### config.mk
export PLATFORM = sky130hd
export DESIGN_NAME = debug_cmd_ctrl
export DESIGN_NICKNAME = d
export VERILOG_FILES = /design/src/rtl/debug_pkg.sv /design/src/rtl/sat_counter.sv /design/src/rtl/debug_cmd_ctrl.sv
export SDC_FILE = /design/constraint.sdc
export NUM_CORES = 1
export LEC_CHECK = 0
export ABC_CLOCK_PERIOD_IN_PS = 6700
export BUFFER_PORTS_ARGS = -buffer_cell sky130_fd_sc_hd__clkbuf_2
export CAP_MARGIN = 25
export CELL_PAD_IN_SITES_DETAIL_PLACEMENT = 1
export CELL_PAD_IN_SITES_GLOBAL_PLACEMENT = 2
export CORE_MARGIN = 2
export CORE_UTILIZATION = 38
export DETAILED_ROUTE_END_ITERATION = 8
export PLACE_DENSITY = 0.93
export RECOVER_POWER = 25
export SKIP_CTS_REPAIR_TIMING = 1
export SLEW_MARGIN = 20
export SYNTH_ARGS = -nofsm -noshare
export SYNTH_HDL_FRONTEND = slang
export SYNTH_HIERARCHICAL = 1
export SYNTH_SLANG_ARGS = --single-unit
export TNS_END_PERCENT = 10
### constraint.sdc
create_clock -name CLK -period 6.7 [get_ports CLK]
set_input_delay 1.34 -clock CLK [delete_from_list [all_inputs] [get_ports CLK]]
set_output_delay 1.34 -clock CLK [all_outputs]
set_load 0.01 [all_outputs]
### src/rtl/debug_pkg.sv
`default_nettype none
// ============================================================================
//  Module   : debug_pkg
//  Brief    : Shared constants, state encoding and helpers for the MIPS
//             debug command sequencer.
//  Revision : 1.0 - initial release
// ============================================================================
package debug_pkg;

   // Width of the executed-cycle counter
   localparam int DATA_W = 32;

   // Default host command bytes (ASCII)
   localparam logic [7:0] DEF_CMD_RUN   = 8'h43;  // 'C'
   localparam logic [7:0] DEF_CMD_STEP  = 8'h53;  // 'S'
   localparam logic [7:0] DEF_CMD_NEXT  = 8'h4E;  // 'N'
   localparam logic [7:0] DEF_CMD_RESET = 8'h52;  // 'R'

   // One-hot sequencer states
   typedef enum logic [7:0] {
      S_IDLE      = 8'b0000_0001,
      S_RUN       = 8'b0000_0010,
      S_STEP_WAIT = 8'b0000_0100,
      S_STEP_EXEC = 8'b0000_1000,
      S_DUMP_REQ  = 8'b0001_0000,
      S_DUMP_WAIT = 8'b0010_0000,
      S_DONE      = 8'b0100_0000,
      S_RST       = 8'b1000_0000
   } state_t;

   // States in which a host byte may be consumed from the RX FIFO
   function automatic logic accepts_cmd(input state_t s);
      return (s == S_IDLE) || (s == S_STEP_WAIT) || (s == S_DONE);
   endfunction

endpackage
`default_nettype wire

### src/rtl/sat_counter.sv
`default_nettype none
// ============================================================================
//  Module   : sat_counter
//  Brief    : Up-counter with synchronous clear, optional load, enable and
//             saturation at all-ones (never wraps).
//  Revision : 1.0 - initial release
// ============================================================================
module sat_counter #(
   parameter int WIDTH = 32
) (
   input  logic             CLK,
   input  logic             RESET,
   input  logic             clr,
   input  logic             load,
   input  logic [WIDTH-1:0] load_val,
   input  logic             en,
   output logic [WIDTH-1:0] count
);

   localparam logic [WIDTH-1:0] MAX_VAL = '1;

   // Clear has priority, then load, then a saturating increment
   always_ff @(posedge CLK or posedge RESET) begin
      if (RESET) begin
         count <= '0;
      end else if (clr) begin
         count <= '0;
      end else if (load) begin
         count <= load_val;
      end else if (en && (count != MAX_VAL)) begin
         count <= count + 1'b1;
      end
   end

endmodule
`default_nettype wire

### src/rtl/debug_cmd_ctrl.sv
`default_nettype none
// ============================================================================
//  Module   : debug_cmd_ctrl
//  Brief    : Host-command sequencer for the MIPS debug path. Pops command
//             bytes from the UART RX FIFO, gates the pipeline clock enable
//             (run / single-step), counts enabled cycles and triggers a
//             state dump at every stop point.
//  Revision : 1.0 - initial release
// ============================================================================
module debug_cmd_ctrl
   import debug_pkg::*;
#(
   parameter logic [7:0] CMD_RUN      = DEF_CMD_RUN,
   parameter logic [7:0] CMD_STEP     = DEF_CMD_STEP,
   parameter logic [7:0] CMD_NEXT     = DEF_CMD_NEXT,
   parameter logic [7:0] CMD_RESET    = DEF_CMD_RESET,
   parameter int         RST_CYCLES   = 4,
   parameter int         DUMP_TIMEOUT = 65535
) (
   input  logic              CLK,
   input  logic              RESET,
   input  logic              rx_empty,
   input  logic [7:0]        rx_data,
   output logic              rd_uart,
   input  logic              halt,
   output logic              cpu_en,
   output logic              cpu_rst,
   output logic              dump_req,
   input  logic              dump_done,
   output logic [DATA_W-1:0] iterations,
   output logic              mode_step,
   output logic              dump_err
);

   localparam int                TMO_W    = (DUMP_TIMEOUT > 1) ? $clog2(DUMP_TIMEOUT) : 1;
   localparam logic [TMO_W-1:0]  TMO_LAST = TMO_W'(DUMP_TIMEOUT - 1);
   localparam logic [3:0]        RST_LAST = 4'(RST_CYCLES - 1);

   state_t            state;
   state_t            state_nx;
   logic              mode_nx;
   logic              last;
   logic              last_nx;
   logic              err_set;
   logic              iter_clr;
   logic              pop;
   logic              tmo_hit;
   logic [TMO_W-1:0]  tmo_cnt;
   logic [3:0]        rst_cnt;

   // A byte is consumed only in a command-accepting state with data present
   assign pop     = accepts_cmd(state) && !rx_empty;
   // Expiry is evaluated in the last permitted DUMP_WAIT cycle
   assign tmo_hit = (state == S_DUMP_WAIT) && (tmo_cnt == TMO_LAST);

   // State, step-mode, halt-seen and sticky error registers
   always_ff @(posedge CLK or posedge RESET) begin
      if (RESET) begin
         state     <= S_IDLE;
         mode_step <= 1'b0;
         last      <= 1'b0;
         dump_err  <= 1'b0;
      end else begin
         state     <= state_nx;
         mode_step <= mode_nx;
         last      <= last_nx;
         if (err_set) begin
            dump_err <= 1'b1;
         end
      end
   end

   // Dump timeout and soft-reset pulse counters run only inside their states
   always_ff @(posedge CLK or posedge RESET) begin
      if (RESET) begin
         tmo_cnt <= '0;
         rst_cnt <= '0;
      end else begin
         tmo_cnt <= (state == S_DUMP_WAIT) ? tmo_cnt + 1'b1 : '0;
         rst_cnt <= (state == S_RST)       ? rst_cnt + 1'b1 : '0;
      end
   end

   // Next-state decode and Moore/Mealy output generation
   always_comb begin
      state_nx = state;
      mode_nx  = mode_step;
      last_nx  = last;
      err_set  = 1'b0;
      iter_clr = 1'b0;
      cpu_en   = (state == S_RUN) || (state == S_STEP_EXEC);
      cpu_rst  = (state == S_RST);
      dump_req = (state == S_DUMP_REQ);
      rd_uart  = pop && !RESET;

      case (state)
         S_IDLE: begin
            if (pop) begin
               if (rx_data == CMD_RUN) begin
                  state_nx = S_RUN;
                  mode_nx  = 1'b0;
                  iter_clr = 1'b1;
               end else if (rx_data == CMD_STEP) begin
                  state_nx = S_STEP_WAIT;
                  mode_nx  = 1'b1;
                  iter_clr = 1'b1;
               end else if (rx_data == CMD_RESET) begin
                  state_nx = S_RST;
               end
            end
         end
         S_RUN: begin
            if (halt) begin
               state_nx = S_DUMP_REQ;
               last_nx  = 1'b1;
            end
         end
         S_STEP_WAIT: begin
            if (pop) begin
               if (rx_data == CMD_NEXT) begin
                  state_nx = S_STEP_EXEC;
               end else if (rx_data == CMD_RUN) begin
                  state_nx = S_RUN;
                  mode_nx  = 1'b0;
               end else if (rx_data == CMD_RESET) begin
                  state_nx = S_RST;
               end
            end
         end
         S_STEP_EXEC: begin
            last_nx  = halt;
            state_nx = S_DUMP_REQ;
         end
         S_DUMP_REQ: begin
            state_nx = S_DUMP_WAIT;
         end
         S_DUMP_WAIT: begin
            // A done pulse in the expiry cycle wins over the timeout
            if (dump_done || tmo_hit) begin
               err_set = !dump_done;
               if (last) begin
                  state_nx = S_DONE;
               end else if (mode_step) begin
                  state_nx = S_STEP_WAIT;
               end else begin
                  state_nx = S_IDLE;
               end
            end
         end
         S_DONE: begin
            if (pop && (rx_data == CMD_RESET)) begin
               state_nx = S_RST;
            end
         end
         S_RST: begin
            mode_nx  = 1'b0;
            last_nx  = 1'b0;
            iter_clr = 1'b1;
            if (rst_cnt == RST_LAST) begin
               state_nx = S_IDLE;
            end
         end
         default: begin
            state_nx = S_IDLE;
         end
      endcase
   end

   sat_counter #(
      .WIDTH (DATA_W)
   ) u_iter_cnt (
      .CLK      (CLK),
      .RESET    (RESET),
      .clr      (iter_clr),
      .load     (1'b0),
      .load_val ({DATA_W{1'b0}}),
      .en       (cpu_en),
      .count    (iterations)
   );

endmodule
`default_nettype wire

==> impl_results.md <==
* Met1 global-route usage at 29.0%
* M3 GR Usage at 5.21%
* Share of post-route cells with drive strength above 1 at 15.6%
* Final Hold Viols at 0
* Pre-CTS WS at 3410 ps
* Filler cell count at 1288
* Leakage at 0.00196 uW
* FP Rows at 37
* Mean Syn Cell Area at 8.71 sq um
* Ports at 51
* Compound-Gate Fraction of Synth Area at 18.2%
* Register area share after synthesis at 38.9%
* Buffers and inverters on the worst path at 1
* Residual DRC at 0
* First-pass GRT wire length at 20.4 mm
* Final setup fails at 0
* Clk sinks at 63
* Setup TNS at 0 ps
* Critical Path Max Stage Delay at 570 ps
* Failing checks: max-capacitance violations, max-slew violations
* CP Capture Type: flop
* Core area at 0.0104 sq mm
* Drt first pass iters at 4
* Die area at 0.0115 sq mm
* Area share of the largest cell type after synthesis at 38.2%
* Deepest clock path buffer count at 2
* VDD IR max at 0.124 mV
* Port Buffers at 50
* Average wire per standard cell at 18.2 um
* Largest cells by area after synthesis: dfrtp_1 38%, nor2_1 4.5%, and3_1 3.2%
* Initial antenna violation count at 0
* Synthesis-to-layout area growth at 15.8%
* Fin Clk Skew at 10.9 ps
* Gr ovfl total at 0
* Worst-margin pin slew at 1960 ps
* Initial DRC count at 255
* Number of diodes at 0
* Relative slew slack at -30.6%
* Post-synth EDFFs at 0
* Simple-Gate Fraction of Synth Area at 32.6%
* Top Family by Delay on Critical Path: simple AND/OR/NAND/NOR gates
* Fraction of registers with async set/reset at 100%
* Via/cell ratio at 5.77
* Final wirelength at 12.4 mm
* Hold WS at 466 ps
* Distinct cells, synth at 67
* CP arrival at 3570 ps
* YS warnings at 6
* Final ANT Viol Nets at 0
* RSZ-0062 raised after global routing: false
* Critical Path RT at 6950 ps
* Final Critical Period at 3320 ps
* R2R cell count at 8
* DP Wirelength at 8.56 mm
* Worst setup SP type: flop
* Top_reg_cell synth: dfrtp_1
* Hold crit path type: reg -> reg
* CTS tree: done
* Clk pin slew, worst setup/hold paths at 80 ps
* Setup slack after layout at 3380 ps
* CTS root buf: clkbuf_8
* Nets@finish at 557
* CP max stage cell: or3_1
* Crit path cell chain: or3_4 -> nor2_2 -> and3_4 -> inv_2 -> or3_1 -> a211o_1 -> or4_1 -> a311oi_1
* Vias in the first global route at 3931
* Maxcap violations at 2
* Total GRT Usage at 22.3%
* Mux share of post-synthesis cell area at 0%
* Largest family of logic cells by synthesized area: simple AND/OR/NAND/NOR gates
* Max Slew Vio Count at 65
* Final Wtd Congestion at 0.849
* Mapped cell area at 0.00406 sq mm
* CP Class: reg -> reg
* Worst-Skew Late Latency at 350 ps
* Finished Core Util at 45.3%
* R2r setup slk at 3380 ps
* Largest net degree at the start of global routing at 42
* Post-Synth Adder-Cell Area at 1.23%
* Crit Path Max Fanout at 27
* H-tree depth at 3
* Pwr dens at 260 mW/mm^2
* Height of the die at 107 um
* M2 GR Usage at 37.9%
* Syn Inst Count at 466
* Tcrit/Tclk final at 49.6%
* Most Used Layer, Global Route: met2
* Initial Util at 39.2%
* Worst Hold End: dump_err$_DFFE_PP0P_
* Cell taking the most area after synthesis: dfrtp_1
* Synth Register Bits at 63
* Reg2reg start: state[7]$_DFFE_PP0P_
* HP Start: dump_err$_DFFE_PP0P_
* Outcome: finished with violations
* CTS Buf Count at 9
* Via count at 3930
* XOR/XNOR Fraction of Synth Area at 3.67%
* Hold path cells at 1
* Worst r2r dst: u_iter_cnt/count[30]$_DFFE_PP0P_
* Die Width at 107 um
* FMAX at 301 MHz
[cells by family (layout without fill, tap and decap cells)]
kind of cell             after synthesis  count (layout)
AND/OR/NAND/NOR                      230             230
AO/OA/AOI/OAI                        104             104
flip-flops                            63              63
XOR/XNOR                              17              17
adder cells (fa/ha/maj)                4               4
other                                  1              38
buffers and inverters                 47              89
[area by class of cell]
type / count / area [sq um] / share of cell area, %
Clock buffer: 9 / 124 / 2.63
Multi-Input combinational cell: 393 / 2400 / 51.1
Sequential cell: 63 / 1580 / 33.6
Inverter: 19 / 71.3 / 1.52
Clock inverter: 7 / 80.1 / 1.70
Tap cell: 136 / 170 / 3.62
Timing Repair Buffer: 54 / 275 / 5.85
[worst register-to-register path, stage by stage, from the launching register on]
cell      delay (ps)
dfrtp_1          450
or3_4            420
nor2_2           110
and3_4           400
inv_2            110
or3_1            570
a211o_1          420
or4_1            480
a311oi_1         260
[state kept, by name, summed over array words and instances, names as in the netlist]
register,count
state,8
last,1
u_iter_cnt/count,32
mode_step,1
tmo_cnt,16
dump_err,1
rst_cnt,4
[per-layer routing]
layer  up-vias  wire length, um
li1       1868                -
met1      1984             5610
met2        70             6250
met3         8              452
met4         0              114
met5         -                0
[synthesized netlist by cell type, drive strengths merged, types with 3 or more instances]
library cell   n
clkbuf        18
nand4b         3
nor4b          6
ha             4
nor3          16
nand4         20
o31ai          6
o21ai         26
nor4           6
nand3         26
nand2         28
inv           19
or4            5
o21a           4
a21oi         11
o211ai         4
nor2          50
nor3b          3
or3           18
and2           7
a22oi          3
buf           10
xor2           8
and3          23
nor2b          4
a31oi          6
a211oi         8
and4           8
dfrtp         62
xnor2          9
a2111oi        7
a311oi        13
[worst max-delay path by stage]
stage	to	slack [ps]	cells past startpoint	start
floorplan	rd_uart	3570	2	rx_empty
global placement	rd_uart	3500	3	rx_empty
detailed placement	u_iter_cnt/count[30]$_DFFE_PP0P_	3410	8	state[7]$_DFFE_PP0P_
CTS	cpu_rst	3410	4	state[1]$_DFFE_PP0P_
global route	u_iter_cnt/count[30]$_DFFE_PP0P_	3210	8	state[7]$_DFFE_PP0P_
finish	u_iter_cnt/count[30]$_DFFE_PP0P_	3380	8	state[7]$_DFFE_PP0P_
[cells in the final DEF, fill, tap and decap left out, drive strengths merged, types with 11 or more instances in the layout]
| cell type | netlist | final |
|---|---|---|
| dfrtp | 62 | 62 |
| and3 | 23 | 23 |
| a21oi | 11 | 11 |
| conb | 1 | 38 |
| nor2 | 50 | 50 |
| nor3 | 16 | 16 |
| nand4 | 20 | 20 |
| nand2 | 28 | 28 |
| o21ai | 26 | 26 |
| or3 | 18 | 18 |
| clkbuf | 18 | 61 |
| nand3 | 26 | 26 |
| a311oi | 13 | 13 |
| inv | 19 | 22 |
[report_power, final]
part	internal (uW)	switching (uW)	leakage [uW]	total, uW
sequential	441	91.9	0.000808	533
clock	176	176	0.0000968	353
combinational	142	194	0.00106	336
total	760	462	0.00196	1220
[per-stage QoR]
step,cell area (sq um),instances,total power (uW)
after floorplan,4200,503,741
after global placement,4500,664,861
after detailed placement,4500,664,873
after CTS,4700,680,1230
after global routing,4700,681,1300
final,4700,681,1220
(Power assumes the default switching activity.)
